[config.mk]
export PLATFORM = sky130hd
export DESIGN_NAME = nota_scheduler
export DESIGN_NICKNAME = d
export VERILOG_FILES = /design/src/rtl/nota_scheduler.sv
export SDC_FILE = /design/constraint.sdc
export NUM_CORES = 1
export LEC_CHECK = 0
export ABC_CLOCK_PERIOD_IN_PS = 8500
export CORE_UTILIZATION = 47
export DETAILED_ROUTE_END_ITERATION = 12
export DONT_BUFFER_PORTS = 1
export GPL_TIMING_DRIVEN = 1
export PLACE_DENSITY = 0.61
export SYNTH_ARGS = -nofsm -noshare
export SYNTH_HDL_FRONTEND = slang
export SYNTH_SLANG_ARGS = --single-unit
[constraint.sdc]
create_clock -name clk -period 8.5 [get_ports clk]
set_input_delay 0.85 -clock clk [delete_from_list [all_inputs] [get_ports clk]]
set_output_delay 0.85 -clock clk [all_outputs]
set_load 0.02 [all_outputs]
[src/rtl/nota_scheduler.sv]
`default_nettype none
// ============================================================================
// Module   : nota_scheduler
// Purpose  : Queues note requests from a push-button source and a UART source
//            and plays them one at a time on nota_out.
//            Each note is held for DUR_CYCLES clocks. Optionally, a silent gap
//            of GAP_CYCLES clocks follows each note.
//            Optional feature: define NOTA_SCHED_GAP_EN to enable the GAP state.
//            Without it, queued notes play back-to-back and GAP_CYCLES is ignored.
// Ports    : clk        - single clock, rising edge
//            clr        - asynchronous active-high reset
//            btn_valid  - push-button request pulse, note code on btn_nota[2:0]
//            uart_valid - UART request pulse, note code on uart_nota[2:0]
//            flush      - synchronous clear of the queue and of playback
//            nota_out   - note driven to the tone generator (0 = silence)
//            playing    - high while a note is being held
//            count      - number of queued entries (0..DEPTH)
//            drop       - one-cycle pulse, set when a request was discarded
// Revision : 1.0 - initial release
// ============================================================================
module nota_scheduler #(
   parameter int DUR_CYCLES = 12500000,
   parameter int GAP_CYCLES = 1250000,
   parameter int DEPTH      = 4
) (
   input  logic       clk,
   input  logic       clr,
   input  logic       btn_valid,
   input  logic [2:0] btn_nota,
   input  logic       uart_valid,
   input  logic [2:0] uart_nota,
   input  logic       flush,
   output logic [2:0] nota_out,
   output logic       playing,
   output logic [4:0] count,
   output logic       drop
);

   localparam int          c_aw       = (DEPTH > 1) ? $clog2(DEPTH) : 1;
   localparam logic [4:0]  c_depth    = 5'(DEPTH);
   localparam logic [23:0] c_dur_load = 24'(DUR_CYCLES - 1);

   localparam logic [1:0]  c_idle = 2'd0;
   localparam logic [1:0]  c_play = 2'd1;
`ifdef NOTA_SCHED_GAP_EN
   localparam logic [1:0]  c_gap      = 2'd2;
   localparam logic [23:0] c_gap_load = 24'(GAP_CYCLES - 1);
`else
   // The gap length has no effect in the back-to-back build.
   logic [23:0] w_unused_gap;
   assign w_unused_gap = 24'(GAP_CYCLES);
`endif

   logic [2:0]      r_mem [DEPTH];
   logic [c_aw-1:0] r_wptr;
   logic [c_aw-1:0] r_rptr;
   logic [1:0]      r_state;
   logic [23:0]     r_cnt;

   logic [4:0]      w_free;
   logic            w_acc_btn;
   logic            w_acc_uart;
   logic            w_drop;
   logic            w_pop;
   logic [4:0]      w_push_n;
   logic [c_aw-1:0] w_uart_ptr;
   logic            w_note_done;

   // Room is judged on the count at the start of the cycle. A pop in the
   // same cycle does not free space. When both sources request, btn goes first.
   always_comb begin
      w_free      = c_depth - count;
      w_acc_btn   = btn_valid && (w_free != 5'd0);
      w_acc_uart  = uart_valid && (btn_valid ? (w_free >= 5'd2) : (w_free != 5'd0));
      w_drop      = (btn_valid && !w_acc_btn) || (uart_valid && !w_acc_uart);
      w_push_n    = {4'd0, w_acc_btn} + {4'd0, w_acc_uart};
      w_uart_ptr  = w_acc_btn ? r_wptr + c_aw'(1) : r_wptr;
      w_note_done = (r_cnt == 24'd0);
   end

   // A pop always coincides with loading the head note into nota_out.
   always_comb begin
      w_pop = 1'b0;
      case (r_state)
         c_idle:  w_pop = (count != 5'd0);
`ifdef NOTA_SCHED_GAP_EN
         c_gap:   w_pop = w_note_done && (count != 5'd0);
`else
         c_play:  w_pop = w_note_done && (count != 5'd0);
`endif
         default: w_pop = 1'b0;
      endcase
   end

   // The storage array needs no reset. Entries are only read through the
   // pointers and the count, and both of those are reset.
   always_ff @(posedge clk) begin
      if (w_acc_btn)
         r_mem[r_wptr] <= btn_nota;
      if (w_acc_uart)
         r_mem[w_uart_ptr] <= uart_nota;
   end

   always_ff @(posedge clk or posedge clr) begin
      if (clr) begin
         r_wptr   <= '0;
         r_rptr   <= '0;
         count    <= 5'd0;
         r_state  <= c_idle;
         r_cnt    <= 24'd0;
         nota_out <= 3'd0;
         playing  <= 1'b0;
         drop     <= 1'b0;
      end else if (flush) begin
         r_wptr   <= '0;
         r_rptr   <= '0;
         count    <= 5'd0;
         r_state  <= c_idle;
         r_cnt    <= 24'd0;
         nota_out <= 3'd0;
         playing  <= 1'b0;
         drop     <= 1'b0;
      end else begin
         r_wptr <= r_wptr + c_aw'(w_push_n);
         count  <= count + w_push_n - {4'd0, w_pop};
         drop   <= w_drop;
         if (w_pop)
            r_rptr <= r_rptr + c_aw'(1);

         if (w_pop) begin
            r_state  <= c_play;
            nota_out <= r_mem[r_rptr];
            playing  <= 1'b1;
            r_cnt    <= c_dur_load;
         end else begin
            case (r_state)
               c_play: begin
                  if (!w_note_done) begin
                     r_cnt <= r_cnt - 24'd1;
                  end else begin
`ifdef NOTA_SCHED_GAP_EN
                     r_state  <= c_gap;
                     r_cnt    <= c_gap_load;
`else
                     r_state  <= c_idle;
`endif
                     nota_out <= 3'd0;
                     playing  <= 1'b0;
                  end
               end
`ifdef NOTA_SCHED_GAP_EN
               c_gap: begin
                  if (!w_note_done) begin
                     r_cnt <= r_cnt - 24'd1;
                  end else begin
                     r_state  <= c_idle;
                     nota_out <= 3'd0;
                     playing  <= 1'b0;
                  end
               end
`endif
               c_idle:  r_state <= c_idle;
               default: r_state <= c_idle;
            endcase
         end
      end
   end

endmodule
`default_nettype wire

# Word-level counts from Yosys, hierarchy flattened
# Memory sizes are Yosys's and may differ from the RTL's.
# Index checks and enable logic that the tools add are counted.
op_classes:
  n_eq_ne: 3
  add_sub_neg: 8
  reduce_logical: 17
  magnitude_cmp: 1
  muxes: 28
op_table:
  columns: ["cell", "n"]
  rows:
  - ["24-bit two-way mux", 4]
  - ["24-bit zero test", 1]
  - ["24-bit by 1-bit subtractor with 24-bit output, second input constant", 1]
  - ["2-bit two-way mux", 8]
  - ["3-bit two-way mux", 4]
  - ["1-bit two-way mux", 10]
  - ["5-bit nonzero test", 2]
  - ["3-bit nonzero test", 2]
  - ["5-bit by 2-bit adder with 5-bit output", 1]
  - ["5-bit by 2-bit >= comparator with 1-bit output, second input constant", 1]
  - ["1-bit logical AND", 5]
  - ["5-bit two-way mux", 1]
  - ["3-bit by 5-bit subtractor with 5-bit output, first input constant", 1]
  - ["5-bit by 1-bit subtractor with 5-bit output", 1]
  - ["2-bit by 1-bit adder with 2-bit output, second input constant", 2]
  - ["4-bit != test, second input constant", 1]
  - ["2-bit AND reduction", 2]
  - ["3-bit != test, second input constant", 1]
  - ["1-bit by 1-bit adder with 2-bit output", 1]
  - ["2-bit adder", 1]
  - ["2-bit by 1-bit equality test with 1-bit output, second input constant", 1]
  - ["1-bit zero test", 2]
  - ["2-bit zero test", 1]
  - ["1-bit case mux with 2 select lines", 1]
  - ["other kinds (2)", 2]
totals:
  word_cells: 66
  n_memories: 1
  reg_bits: 40
  output_inout_bits: 10
  mem_bits_rw: 12
mem_list:
  columns: ["name", "words", "word_bits", "read_ports", "rd_clocked_by_memory_dff", "write_ports", "line_no", "text"]
  rows:
  - ["r_mem", 4, 3, 1, 0, 2, "54", "logic [2:0] r_mem [DEPTH];"]

# Logic depth before layout (Yosys ltp)
logic_depth:
  ltp_word: 8
  mapped_depth: 18
  depth_no_buf: 18

# Least setup slack after synthesis
# No wires, ideal clock.
synth_timing:
  kind: "in2reg"
  start: "in btn_valid"
  end: "reg count[4]"
  n_path_buf: 1
  setup_ns: 0.078
  arrival_time_ns: 3.785
  cell_stages: 17
  path_slack_ns: 4.637
  path_cell_list: "buf_2 or3b_2 a211oi_1 o211ai_1 and2_1 ha_1 inv_1 ha_1 inv_1 ha_1 inv_1 fa_1 inv_1 a21oi_1 nor2_1 or3_1 a21oi_1"
synth_between:
  elab_chain_cells: 6
  word_cells_on_any_way: 7
  classes_between: "add/sub: 3; mux: 2; reduce/logical: 2"
synth_lines:
  columns: ["item", "line_no", "text"]
  rows:
  - ["from (decl)", "28", "input logic btn_valid,"]
  - ["1-bit two-way mux", "74", "w_acc_uart = uart_valid && (btn_valid ? (w_free >= 5'd2) : (w_free != 5'd0));"]
  - ["1-bit logical AND", "74", null]
  - ["1-bit by 1-bit adder with 2-bit output *", "76", "w_push_n = {4'd0, w_acc_btn} + {4'd0, w_acc_uart};"]
  - ["5-bit by 2-bit adder with 5-bit output *", "125", "count <= count + w_push_n - {4'd0, w_pop};"]
  - ["5-bit by 1-bit subtractor with 5-bit output *", "125", null]
  - ["5-bit two-way mux *", "114", "end else if (flush) begin"]
  - ["to (signal assigned)", "125", null]
  - ["to (decl)", "35", "output logic [4:0] count,"]
# Mark *: on every way between the ends. The rest lies on a longest branch, timed or not.
# A chain may end at the register's enable or synchronous reset.

# Worst setup path after layout
layout_timing:
  start: "reg count[0]"
  end: "reg count[4]"
layout_between:
  elab_chain_cells: 8
  word_cells_on_any_way: 13
  classes_between: "add/sub: 4; order compare: 1; mux: 3; reduce/logical: 5"
layout_lines:
  columns: ["item", "line_no", "text"]
  rows:
  - ["3-bit by 5-bit subtractor with 5-bit output", "72", "w_free = c_depth - count;"]
  - ["5-bit by 2-bit >= comparator with 1-bit output or 5-bit nonzero test (tied branches)", "74, 73", null]
  - ["1-bit two-way mux", "74", null]
  - ["1-bit logical AND", "74", null]
  - ["1-bit by 1-bit adder with 2-bit output", "76", null]
  - ["5-bit by 2-bit adder with 5-bit output", "125", null]
  - ["5-bit by 1-bit subtractor with 5-bit output *", "125", null]
  - ["5-bit two-way mux *", "114", null]
# Marks and branches as above.

==> results.ini <==
[floorplan]
dieArea_um2=7410
io_pins=21
rows=30
dieWidth_um=86.1
fp.dieH_um=86.1
coreArea_um2=6830
initial_utilization=0.487

[final_layout]
post_route_cells_drive_above_1_share=0.0968
utilization=0.511
stdcell_count=437
fill_cells=659
nNetsFinal=368
insertedDiodeCount=0
area_delta_synth_final_pct=5.04
final_area_um2=3490

[clock_tree]
cts_buffers=5
clock_sinks=51
post_cts_buffers=0
clk_latency_ns=0.30
hold_buffers=0
ctsResizeCount=0
cts_max_path_buffers=2
htree_num_levels=2
cts_tree=built
cts.clk_slew.worst_paths_ns=0.09
root_buffer=clkbuf_8

[sta]
finalHoldViolations=0
finalSetupTns_ns=0
fin_skew_ns=0.00627
setup_violations=0
period_needed_ns=4.08
report.final.slew_viol_count=0
fin_crit_sh=0.480
rsz0062_at_grt=false
layout_setup_ws_ns=4.42
worst_slew_pin_slew_ns=1.06
holdWs_ns=0.521
relSlewSlack=0.290
clock.fmax_ghz=0.245

[global_routing]
track_usage=0.219
busiest_layer=met2
grt_pass1_vias=2622
grt_pass1_wl_um=12900
grt_overflow_total=0
grt_antenna_before_repair=0
grt_max_degree=40
use_met1=0.292
use_met2=0.374
use_met3=0.0318

[synth]
synth_edf_count=12
synth_ff_type=dfrtp_1
syn_inst=349
synthesis.area_um2=3320
ys_warn_count=0
synth_seq_cells=51
seq_area_frac_synth=0.402
syn_area_per_cell_um2=9.53
postSynth.asyncResetShare=0.765
synth_cell_types=59
syn_nets=377

[routing]
routed_via_density=6.03
ant_nets=0
drt_wl_total_um=7480
wire_per_inst_um=17.1
drc=0
dr.first_iter.drc_count=201
dr.pass1.iters=4
num_vias=2633

[power_and_ir_drop]
power.density_nw_per_um2=332
p_total_mw=1.16
p_leak_nw=1.40
vdd_drop_max_v=0.000184

[placed_design]
place_inst=429
placed_area_um2=3380
post-place-ws_ns=4.44
portBuffers=0
gp_congestion=0.881
dp_hpwl_um=5160

[critical_path]
cp.arrival_ns=4.30
crit_required_ns=8.72
r2r-start=count[0]
end_kind=flop
rrSetupSlack_ns=4.42
worst-path-max-fanout=6
path_class=reg -> reg
crit_path_start_kind=flop
cp-startpoint=count[0]

[run_status]
outcome=finished clean

[min_path]
worstHoldStart=r_cnt[0]
hold_path_class=reg -> reg

[job]
maxCapViolations=0

cell usage after synthesis, drive strengths merged, types with 2 or more instances:
master / n / area, µm²
nand4b: 2 / 32.5
xnor2: 9 / 78.8
or3: 9 / 56.3
a31oi: 10 / 62.6
nor2: 21 / 78.8
nand3: 13 / 65.1
clkbuf: 11 / 41.3
o311ai: 2 / 17.5
o21a: 5 / 37.5
mux4: 3 / 67.6
xor2: 3 / 26.3
ha: 16 / 200
a21o: 3 / 22.5
inv: 27 / 101
nand4: 6 / 37.5
a211oi: 9 / 67.6
nor2b: 3 / 18.8
buf: 7 / 33.8
and3b: 2 / 17.5
nor3: 10 / 50.1
o31ai: 5 / 51.3
a21oi: 21 / 105
a211o: 2 / 17.5
a221oi: 3 / 26.3
a21boi: 2 / 18.8
o211a: 2 / 20.0
or3b: 2 / 17.5
or4: 5 / 41.3
a311oi: 2 / 17.5
o211ai: 3 / 22.5
dfrtp: 39 / 976
edfxtp: 12 / 360
nor4: 7 / 71.3
and2: 3 / 18.8
nand2: 26 / 97.6
and3: 3 / 18.8
mux2: 12 / 135
o21ai: 18 / 90.1
final cells by class:
cell class | count | area [µm²] | area share
Timing Repair Buffer | 2 | 15.0 | 0.00430
Clock buffer | 5 | 68.8 | 0.0197
Clock inverter | 3 | 38.8 | 0.0111
Inverter | 27 | 101 | 0.0290
Tap cell | 96 | 120 | 0.0344
Multi-Input combinational cell | 253 | 1810 | 0.519
Sequential cell | 51 | 1340 | 0.383
layer usage:
metal,routed length (µm),part of all wire
met5,0,0
met4,63,0.0084
met3,302,0.040
met2,3770,0.50
met1,3350,0.45
power by group:
group / internal (mW) / switching, mW / total (mW)
clock: 0.0864 / 0.0811 / 0.168
sequential: 0.330 / 0.107 / 0.437
combinational: 0.229 / 0.326 / 0.554
cells in the final DEF, fill, tap and decap left out, types with 10 or more instances in the layout:
cell type	count
dfrtp_1	39
edfxtp_1	12
inv_1	26
ha_1	16
o21ai_0	18
nor2_1	21
mux2_2	12
nor3_1	10
a21oi_1	21
nand3_1	13
nand2_1	26
a31oi_1	10
state kept, by name, indices dropped and copies added, names as in the netlist:
name      cells
count         5
drop          1
nota_out      3
playing       1
r_cnt        24
r_mem        12
r_rptr        2
r_state       1
r_wptr        2
worst max-delay path: stages (launching register included):
cell      delay (ns)
dfrtp_1         0.54
inv_1           0.11
ha_1            0.28
or3b_2          0.48
a211oi_1        0.29
o211ai_1        0.23
and2_1          0.24
ha_1            0.29
inv_1           0.05
ha_1            0.27
inv_1           0.04
ha_1            0.18
inv_1           0.07
fa_1            0.21
inv_1           0.06
a21oi_1         0.13
nor2_1          0.06
or3_1           0.33
a21oi_1         0.14
logic make-up after synthesis:
group	Yosys count	synth area share
AND/OR/NAND/NOR	117	0.199
adder cells (fa/ha/maj)	17	0.0662
AO/OA/AOI/OAI	91	0.184
buffers and inverters	45	0.0531
flip-flops	51	0.402
XOR/XNOR	12	0.0316
multiplexers	16	0.0640
path summary, 6_finish.rpt:
check | cells past startpoint | endpoint
worst max-delay path | 18 | count[4]
worst min-delay path | 1 | r_cnt[0]
worst max register to register | 18 | count[4]
worst min register to register | 1 | r_cnt[0]
max in group asynchronous | 2 | nota_out[2]
min in group asynchronous | 2 | r_cnt[2]
(Power assumes the default switching activity.)
